--- src/rtl/reg_file_pkg.sv ---
// Shared defaults and typedefs for the scoreboarded register file.
// Optional feature: REG_FILE_SB_BYPASS_EN (write-to-read forwarding in the top level).
package reg_file_pkg;

  localparam int XLEN_DEF  = 32;
  localparam int NREGS_DEF = 32;
  localparam int NRD_DEF   = 2;
  localparam int AW_DEF    = $clog2(NREGS_DEF);

  typedef logic [AW_DEF-1:0]   reg_addr_t;
  typedef logic [XLEN_DEF-1:0] reg_data_t;

  // True when a strobe targets a real register; register 0 is hardwired.
  function automatic logic addr_live(input logic en, input logic [31:0] addr);
    return en && (addr != 32'd0);
  endfunction

endpackage

--- src/rtl/reg_file_sb_if.sv ---
// Bus bundle for reg_file_sb: write port, issue/flush scoreboard controls and NRD read ports.
interface reg_file_sb_if
  import reg_file_pkg::*;
#(
  parameter int XLEN  = XLEN_DEF,
  parameter int NREGS = NREGS_DEF,
  parameter int NRD   = NRD_DEF
);
  localparam int AW = $clog2(NREGS);

  logic                          write_enable;
  logic [AW-1:0]                 write_addr;
  logic [XLEN-1:0]               write_data;
  logic [NRD-1:0][AW-1:0]        read_addr;
  logic [NRD-1:0][XLEN-1:0]      read_data;
  logic [NRD-1:0]                read_busy;
  logic                          issue_valid;
  logic [AW-1:0]                 issue_addr;
  logic                          flush;

  modport master (
    output write_enable, write_addr, write_data,
    output read_addr,
    input  read_data, read_busy,
    output issue_valid, issue_addr, flush
  );

  modport slave (
    input  write_enable, write_addr, write_data,
    input  read_addr,
    output read_data, read_busy,
    input  issue_valid, issue_addr, flush
  );

endinterface

--- src/rtl/reg_file_sb_scoreboard.sv ---
// Busy-bit vector: flush beats set, set beats clear; bit 0 is permanently clear.
module reg_file_sb_scoreboard
  import reg_file_pkg::*;
#(
  parameter int NREGS = NREGS_DEF,
  localparam int AW   = $clog2(NREGS)
) (
  input  logic             clk,
  input  logic             rst_n,
  input  logic             set_en,
  input  logic [AW-1:0]    set_addr,
  input  logic             clr_en,
  input  logic [AW-1:0]    clr_addr,
  input  logic             flush,
  output logic [NREGS-1:0] busy
);

  logic [NREGS-1:0] busy_reg;
  logic [NREGS-1:0] busy_next;

  genvar gi;
  generate
    for (gi = 0; gi < NREGS; gi++) begin : g_bit
      if (gi == 0) begin : g_zero
        assign busy_next[gi] = 1'b0;
      end else begin : g_live
        logic set_hit;
        logic clr_hit;
        assign set_hit = set_en && (set_addr == AW'(gi));
        assign clr_hit = clr_en && (clr_addr == AW'(gi));
        // A new producer claiming the register outranks the retiring writer.
        assign busy_next[gi] = flush   ? 1'b0 :
                               set_hit ? 1'b1 :
                               clr_hit ? 1'b0 :
                                         busy_reg[gi];
      end
    end
  endgenerate

  always_ff @(posedge clk or negedge rst_n) begin
    if (!rst_n) begin
      busy_reg <= '0;
    end else begin
      busy_reg <= busy_next;
    end
  end

  assign busy = busy_reg;

endmodule

--- src/rtl/reg_file_sb.sv ---
// Register file with per-register busy scoreboard and combinational read ports.
// Define REG_FILE_SB_BYPASS_EN to forward an in-flight write to same-cycle reads.
module reg_file_sb
  import reg_file_pkg::*;
#(
  parameter int XLEN  = XLEN_DEF,
  parameter int NREGS = NREGS_DEF,
  parameter int NRD   = NRD_DEF,
  localparam int AW   = $clog2(NREGS)
) (
  input  logic         clk,
  input  logic         rst_n,
  reg_file_sb_if.slave bus
);

  logic [XLEN-1:0]  regs [NREGS];
  logic [NREGS-1:0] busy;
  logic             write_live;
  logic             issue_live;

  assign write_live = addr_live(bus.write_enable, 32'(bus.write_addr));
  assign issue_live = addr_live(bus.issue_valid,  32'(bus.issue_addr));

  // Register 0 is reset like the rest and never written, so it stays zero.
  always_ff @(posedge clk or negedge rst_n) begin
    if (!rst_n) begin
      for (int i = 0; i < NREGS; i++) begin
        regs[i] <= '0;
      end
    end else if (write_live) begin
      regs[bus.write_addr] <= bus.write_data;
    end
  end

  reg_file_sb_scoreboard #(
    .NREGS (NREGS)
  ) u_scoreboard (
    .clk      (clk),
    .rst_n    (rst_n),
    .set_en   (issue_live),
    .set_addr (bus.issue_addr),
    .clr_en   (write_live),
    .clr_addr (bus.write_addr),
    .flush    (bus.flush),
    .busy     (busy)
  );

  genvar gi;
  generate
    for (gi = 0; gi < NRD; gi++) begin : g_rd
      logic [AW-1:0] ra;
      logic          fwd;

      assign ra = bus.read_addr[gi];

`ifdef REG_FILE_SB_BYPASS_EN
      // Reset gates forwarding so reads stay zero while rst_n is low.
      assign fwd = rst_n && write_live && (bus.write_addr == ra);
`else
      assign fwd = 1'b0;
`endif

      assign bus.read_data[gi] = (ra == '0) ? '0             :
                                 fwd        ? bus.write_data :
                                              regs[ra];
      assign bus.read_busy[gi] = fwd ? 1'b0 : busy[ra];
    end
  endgenerate

endmodule

--- src/flat_wrapper.sv ---
// flat-port wrapper written by rule: the top's interface ports become plain ports
module reg_file_sb_flat import reg_file_pkg::*;
#(
  parameter int XLEN  = XLEN_DEF,
  parameter int NREGS = NREGS_DEF,
  parameter int NRD   = NRD_DEF,
  localparam int AW   = $clog2(NREGS)
)
  (clk, rst_n, bus_write_enable, bus_write_addr, bus_write_data, bus_read_addr, bus_read_data, bus_read_busy, bus_issue_valid, bus_issue_addr, bus_flush);
  reg_file_sb_if #(.XLEN(XLEN), .NREGS(NREGS), .NRD(NRD)) bus_i ();
  input  logic clk;
  input  logic rst_n;
  input wire logic [$bits(bus_i.write_enable)-1:0] bus_write_enable;
  input wire logic [$bits(bus_i.write_addr)-1:0] bus_write_addr;
  input wire logic [$bits(bus_i.write_data)-1:0] bus_write_data;
  input wire logic [$bits(bus_i.read_addr)-1:0] bus_read_addr;
  output wire logic [$bits(bus_i.read_data)-1:0] bus_read_data;
  output wire logic [$bits(bus_i.read_busy)-1:0] bus_read_busy;
  input wire logic [$bits(bus_i.issue_valid)-1:0] bus_issue_valid;
  input wire logic [$bits(bus_i.issue_addr)-1:0] bus_issue_addr;
  input wire logic [$bits(bus_i.flush)-1:0] bus_flush;
  assign bus_i.write_enable = bus_write_enable;
  assign bus_i.write_addr = bus_write_addr;
  assign bus_i.write_data = bus_write_data;
  assign bus_i.read_addr = bus_read_addr;
  assign bus_read_data = bus_i.read_data;
  assign bus_read_busy = bus_i.read_busy;
  assign bus_i.issue_valid = bus_issue_valid;
  assign bus_i.issue_addr = bus_issue_addr;
  assign bus_i.flush = bus_flush;
  reg_file_sb #(.XLEN(XLEN), .NREGS(NREGS), .NRD(NRD)) u_core (.clk(clk), .rst_n(rst_n), .bus(bus_i));
endmodule
--- config.mk ---
export PLATFORM = sky130hd
export DESIGN_NAME = reg_file_sb_flat
export DESIGN_NICKNAME = d
export VERILOG_FILES = /design/src/rtl/reg_file_pkg.sv /design/src/rtl/reg_file_sb_if.sv /design/src/rtl/reg_file_sb_scoreboard.sv /design/src/rtl/reg_file_sb.sv /design/src/flat_wrapper.sv
export SDC_FILE = /design/constraint.sdc
export NUM_CORES = 2
export LEC_CHECK = 0
export CAP_MARGIN = 20
export CORE_MARGIN = 8
export CORE_UTILIZATION = 55
export CTS_CLUSTER_SIZE = 24
export DETAILED_ROUTE_END_ITERATION = 8
export PLACE_DENSITY = 0.75
export SYNTH_ARGS = -nofsm -noshare
export SYNTH_HDL_FRONTEND = slang
export SYNTH_SLANG_ARGS = --single-unit
export TNS_END_PERCENT = 5
--- constraint.sdc ---
create_clock -name clk -period 2.47 [get_ports clk]
set_input_delay 0.494 -clock clk [delete_from_list [all_inputs] [get_ports clk]]
set_output_delay 0.494 -clock clk [all_outputs]
set_load 0.05 [all_outputs]
### Word-level counts from Yosys, hierarchy flattened

Cells that the tools add are included.

| word-level totals | value |
|---|---|
| logic and storage cells | 342 |
| bits in read-only memories | 0 |
| bits in writable memories | 0 |
| bits in latches | 0 |
| input bits | 57 |
| output and inout port bits | 66 |
| memories kept | 0 |
| bits in registers | 1,055 |

| cells by class | value |
|---|---|
| order comparisons | 6 |
| reductions and logical operators | 100 |
| divide/modulo/power cells | 0 |
| multiplexer cells | 108 |
| add/subtract/negate cells | 0 |
| shift-type cells | 0 |
| multipliers | 0 |
| equal/unequal tests | 62 |
| bitwise gates (word level) | 3 |

Operators with widths:

| cell | number |
|---|---|
| 1024-bit bitwise mux | 1 |
| 32-bit binary-select mux with 5-bit select | 2 |
| 32-bit two-way mux | 7 |
| 32-bit demux with 5-bit select | 1 |
| 5-bit equality test, second input constant | 32 |
| 1-bit two-way mux | 95 |
| 3-bit nonzero test | 31 |
| 5-bit by 4-bit equality test with 1-bit output, second input constant | 16 |
| 1-bit logical AND | 65 |
| 5-bit by 3-bit equality test with 1-bit output, second input constant | 8 |
| 5-bit by 2-bit equality test with 1-bit output, second input constant | 4 |
| 6-bit >= comparator, second input constant | 3 |
| 5-bit inverter with 6-bit output | 3 |
| 5-bit by 6-bit < comparator with 1-bit output, second input constant | 2 |
| 1-bit binary-select mux with 5-bit select | 2 |
| 5-bit by 1-bit equality test with 1-bit output, second input constant | 2 |
| 5-bit logical NOT | 2 |
| 5-bit nonzero test | 2 |
| 6-bit by 1-bit < comparator with 1-bit output, second input constant | 1 |

### Longest topological paths before layout

| logic depth | value |
|---|---|
| depth in word-level cells | 6 |
| depth in mapped cells | 9 |
| depth with buffers taken out | 4 |

### Modules after synthesis

From an unflattened synthesis, not the netlist that was laid out.

| second synthesis, totals | value |
|---|---|
| cells, all modules | 3,867 |
| area, all modules | 56,121.3 um^2 |

By module, submodules not included:

| module | seq. area each (um^2) | area each (um^2) | cells each | times used |
|---|---|---|---|---|
| reg_file_sb | 25,624.6 | 54,562.3 | 3,705 | 1 |
| reg_file_sb_scoreboard | 775.7 | 1,559.0 | 162 | 1 |

### Least setup slack after synthesis

No wires, ideal clock.

| timing path | value |
|---|---|
| path kind | input to output |
| from | input bus_read_addr[5] |
| to | output bus_read_data[35] |
| data arrival time | 3,008 ps |
| path buffers | 5 |
| path slack | -1,032 ps |
| required time | 1,976 ps |
| cell stages on the path | 8 |
| path through | buf_2 buf_4 inv_1 buf_2 buf_4 clkbuf_1 o2111ai_1 a311oi_1 |

| between the ends | value |
|---|---|
| word-level cells in the longest chain between the ends | 5 |
| elaborated cells between the ends (all ways) | 6 |
| those cells by class | 4 x mux; 1 x bitwise; 1 x reduce/logical |

RTL lines:

| element | line | source |
|---|---|---|
| start, declared | flat_wrapper.sv:16 | `input wire logic [$bits(bus_i.read_addr)-1:0] bus_read_addr;` |
| 5-bit inverter with 6-bit output (implied by the code) | reg_file_sb.sv:65 | `regs[ra];` |
| 32-bit binary-select mux with 5-bit select | reg_file_sb.sv:65 |  |
| 32-bit two-way mux (implied by the code) (2 in a row) | reg_file_sb.sv:65 |  |
| 32-bit two-way mux * | reg_file_sb.sv:63 | `assign bus.read_data[gi] = (ra == '0) ? '0 :` |
| end, declared | flat_wrapper.sv:17 | `output wire logic [$bits(bus_i.read_data)-1:0] bus_read_data;` |

Every way passes the cells marked *; elsewhere a longest branch is shown, timed or not. The select of a mux whose other input is x is not followed.

### Final worst setup path

| timing path | value |
|---|---|
| from | register u_core.u_scoreboard.busy_reg[11], in the netlist u_core.u_scoreboard.busy[11] |
| to | output bus_read_busy[1] |

| between the ends | value |
|---|---|
| word-level cells in the longest chain between the ends | 2 |

RTL lines:

| element | line | source |
|---|---|---|
| start, declared | reg_file_sb_scoreboard.sv:18 | `logic [NREGS-1:0] busy_reg;` |
| start signal, assigned | reg_file_sb_scoreboard.sv:44 | `busy_reg <= busy_next;` |
| 1-bit binary-select mux with 5-bit select | reg_file_sb.sv:66 | `assign bus.read_busy[gi] = fwd ? 1'b0 : busy[ra];` |
| 1-bit two-way mux (implied by the code) | reg_file_sb.sv:66 |  |
| end, declared | flat_wrapper.sv:18 | `output wire logic [$bits(bus_i.read_busy)-1:0] bus_read_busy;` |

Every way passes these cells. The select of a mux whose other input is x is not followed.

==> impl_metrics.csv <==
group,metric,value,unit
outcome,status,"finished with violations",
outcome,violations,"negative setup slack",
clocking,insertion_delay,690,ps
finish,layoutNonFillerInstCount,5576,
setup_path,reg2reg_depth,3,
floorplan,dieArea,112000,sq um
drt,avgViaCountPerCell,6.92,
power,finalPower,52.7,mW
global_routing,grt_max_degree,110,
sta,drv_slew,0,
drt,post-route-drc-count,0,
synthesis,synth_edf_count,0,
finish,fill_cells,6679,
synthesis,synthFlopType,"dfrtp_1",
clocking,clk_pin_slew,70,ps
drt,routed_wl,179,mm
setup_path,worstSetupPathType,"reg -> out",
global_routing,antenna_found_initial,0,
floorplan,pin_count,123,
sta,fmax,0.331,GHz
synthesis,synth-seq-area-share,47.1,%
sta,min_period_over_period,122,%
synthesis,synth_fp_nets,3878,
synthesis,async_flop_share,100,%
placed_design,port_buffers,122,
sta,finalWorstSetupSlack,-549,ps
synthesis,ys_top_cells_by_count,"dfrtp_1 (1055), mux2_2 (993), mux4_2 (466)",
hold_path,holdCritPathClass,"in -> async",
floorplan,rows,117,
synthesis,yosys.cell_types.count,42,
clocking,cts_buffers,113,
synthesis,yosys-top-cells-area,"dfrtp_1 (47%), mux2_2 (20%), mux4_2 (19%), mux2i_1 (3.5%), clkbuf_1 (1.8%)",
power,vdd_drop_max,0.537,mV
sta,clock_skew,0,ps
sta,worstMarginPinSlew,624,ps
drt,wl_per_cell,32.1,microns
drt,dr_total_vias,38600,
finish,largest_register_ffs,1024,
synthesis,synth_cells,3821,
setup_path,crit_path_end,"bus_read_busy[1]",
clocking,cts_root_buffer,"clkbuf_16",
clocking,clk_path_buf_depth,3,
floorplan,start_util,55.3,%
placed_design,dp_hpwl,118,mm
setup_path,cp-start-kind,"flop",
sta,fin_crit,3020,ps
power,power_density,756,nW/um^2
placed_design,dp_cells,5367,
clocking,htree_levels,3,
setup_path,worstPathMaxFanout,3,
global_routing,overflow,0,
finish,fin_nets,4174,
setup_path,timing.rr.end,"u_core.u_scoreboard.busy[11]$_DFFE_PN0P_",
synthesis,yosysWarnings,0,
synthesis,syn_area,56100,sq um
setup_path,crit_path_end_kind,"primary output",
job,max-cap-violations,0,
sta,rsz0062_at_grt,"yes",
finish,layout-drive-gt1-share,59.4,%
setup_path,critPathLaunch,"u_core.u_scoreboard.busy[11]$_DFFE_PN0P_",
global_routing,grtUsageTotal,32.0,%
sta,maxSlewHeadroom,58.3,%
drt,drt-pass1-iter-count,7,
sta,hold_viol,0,
synthesis,syn_area_per_cell,14.7,sq um
floorplan,core,101000,sq um
clocking,cts_tree,"done",
drt,ant_nets,0,
clocking,clock_sinks,1055,
floorplan,die_w,335,microns
synthesis,synth.top_cell.area_share,47.1,%
finish,syn2layout_area_growth,24.3,%
synthesis,synth_top_cell_by_area,"dfrtp_1",
synthesis,synth-seq-cells,1055,
floorplan,die_y,335,microns
setup_path,slowest_stage,"mux4_2",
setup_path,critPathBufInv,1,
setup_path,crit_required,1980,ps
drt,drt_iter0_markers,3651,
setup_path,path_depth,4,
power,p_leak,30.0,nW
global_routing,grt_pass1_wl,270,mm
setup_path,crit_path_max_incr_delay,490,ps
setup_path,arrival,2520,ps
synthesis,synth.most_common_cell,"dfrtp_1",
setup_path,cp_common_cell,"mux4_2",
setup_path,path_cells,"mux4_2, mux4_2, mux2_4, buf_12",
setup_path,timing.rr.start,"u_core.u_scoreboard.busy[11]$_DFFE_PN0P_",
setup_path,r2r_slack,1590,ps
global_routing,grt_pass1_vias,40800,
placed_design,place_congestion,0.886,
sta,setup_viol_count_final,66,
sta,holdWs,315,ps
setup_path,crit_family,"multiplexers",
[where the power goes]
group / switching (mW) / internal (mW) / total [mW] / leakage, nW
Clock: 7.11 / 9.82 / 16.9 / 1.82
Sequential: 2.53 / 20.5 / 23.0 / 13.6
Combinational: 5.37 / 7.37 / 12.7 / 14.6
[what timing repair did]
| item | 4_1_cts | 5_1_grt |
|---|---|---|
| endpoints found under the setup margin | 66 | 66 |
| cloned | 1 | 0 |
| pin swaps | 43 | 24 |
| resized for setup | 124 | 54 |
| hold endpoints to repair | 14 | 0 |
| setup buffers | 1 | 0 |
| hold buffers | 1 | 0 |
[final cells by class]
cell class                 count  area [sq um]  area share [%]
antenna                        1          2.50         0.00359
clock buffer                 164          3290            4.72
clock inverter                41           383           0.550
inverter                       5          23.8          0.0341
multi-input combinational   2310         29900            43.0
sequential                  1055         26400            37.9
tap                         1368          1710            2.46
timing repair buffer         632          7930            11.4
[stage by stage]
stage	instance area [sq um]	utilization, %	setup WS [ps]	TNS, ps
floorplan	58000	-	-80.4	-4520
global placement	65200	64.3	-650	-39220
detailed placement	65200	64.3	-709	-49210
CTS	69400	68.4	-569	-24490
global route	69700	68.7	-582	-27180
finish	69700	68.7	-549	-24890
[how the worst min path moves through the flow]
stage                                   from                             to  slack, ps  depth (start not counted)
4_1_cts                                rst_n  u_core.regs[1023]$_DFFE_PN0P_        310                          2
3_5_place_dp   u_core.regs[1014]$_DFFE_PN0P_  u_core.regs[1014]$_DFFE_PN0P_        380                          0
5_1_grt                                rst_n  u_core.regs[1023]$_DFFE_PN0P_        360                          2
6_report                               rst_n  u_core.regs[1023]$_DFFE_PN0P_        310                          2
2_1_floorplan                          rst_n     u_core.regs[0]$_DFFE_PN0P_        200                          0
3_3_place_gp   u_core.regs[1021]$_DFFE_PN0P_  u_core.regs[1021]$_DFFE_PN0P_        380                          0
[routing by layer]
metal  track usage, %  vias to the layer above  wire (microns)
met4             16.3                        0           10000
met5                0                        -               0
met3             6.03                      547           14800
li1                 -                    15400               -
met1             42.0                    20600           68300
met2             51.0                     2033           85700
[logic make-up after synthesis]
kind of cell	count (synthesis)	share of synthesized area, %
AO/OA/AOI/OAI	371	4.85
AND/OR/NAND/NOR	285	2.42
buffers and inverters	456	3.49
flip-flops	1055	47.1
multiplexers	1654	42.1
[cell usage in the layout, fill, tap and decap left out, drive strengths merged, types with 35 or more instances in the layout]
| cell type | n |
|---|---|
| nand2 | 157 |
| nor2b | 40 |
| a22oi | 82 |
| buf | 585 |
| o21ai | 83 |
| mux2 | 994 |
| nor2 | 35 |
| mux2i | 194 |
| dfrtp | 1055 |
| mux4 | 466 |
| a221oi | 47 |
| clkdlybuf4s50 | 45 |
| clkbuf | 164 |
(Power assumes the default switching activity.)
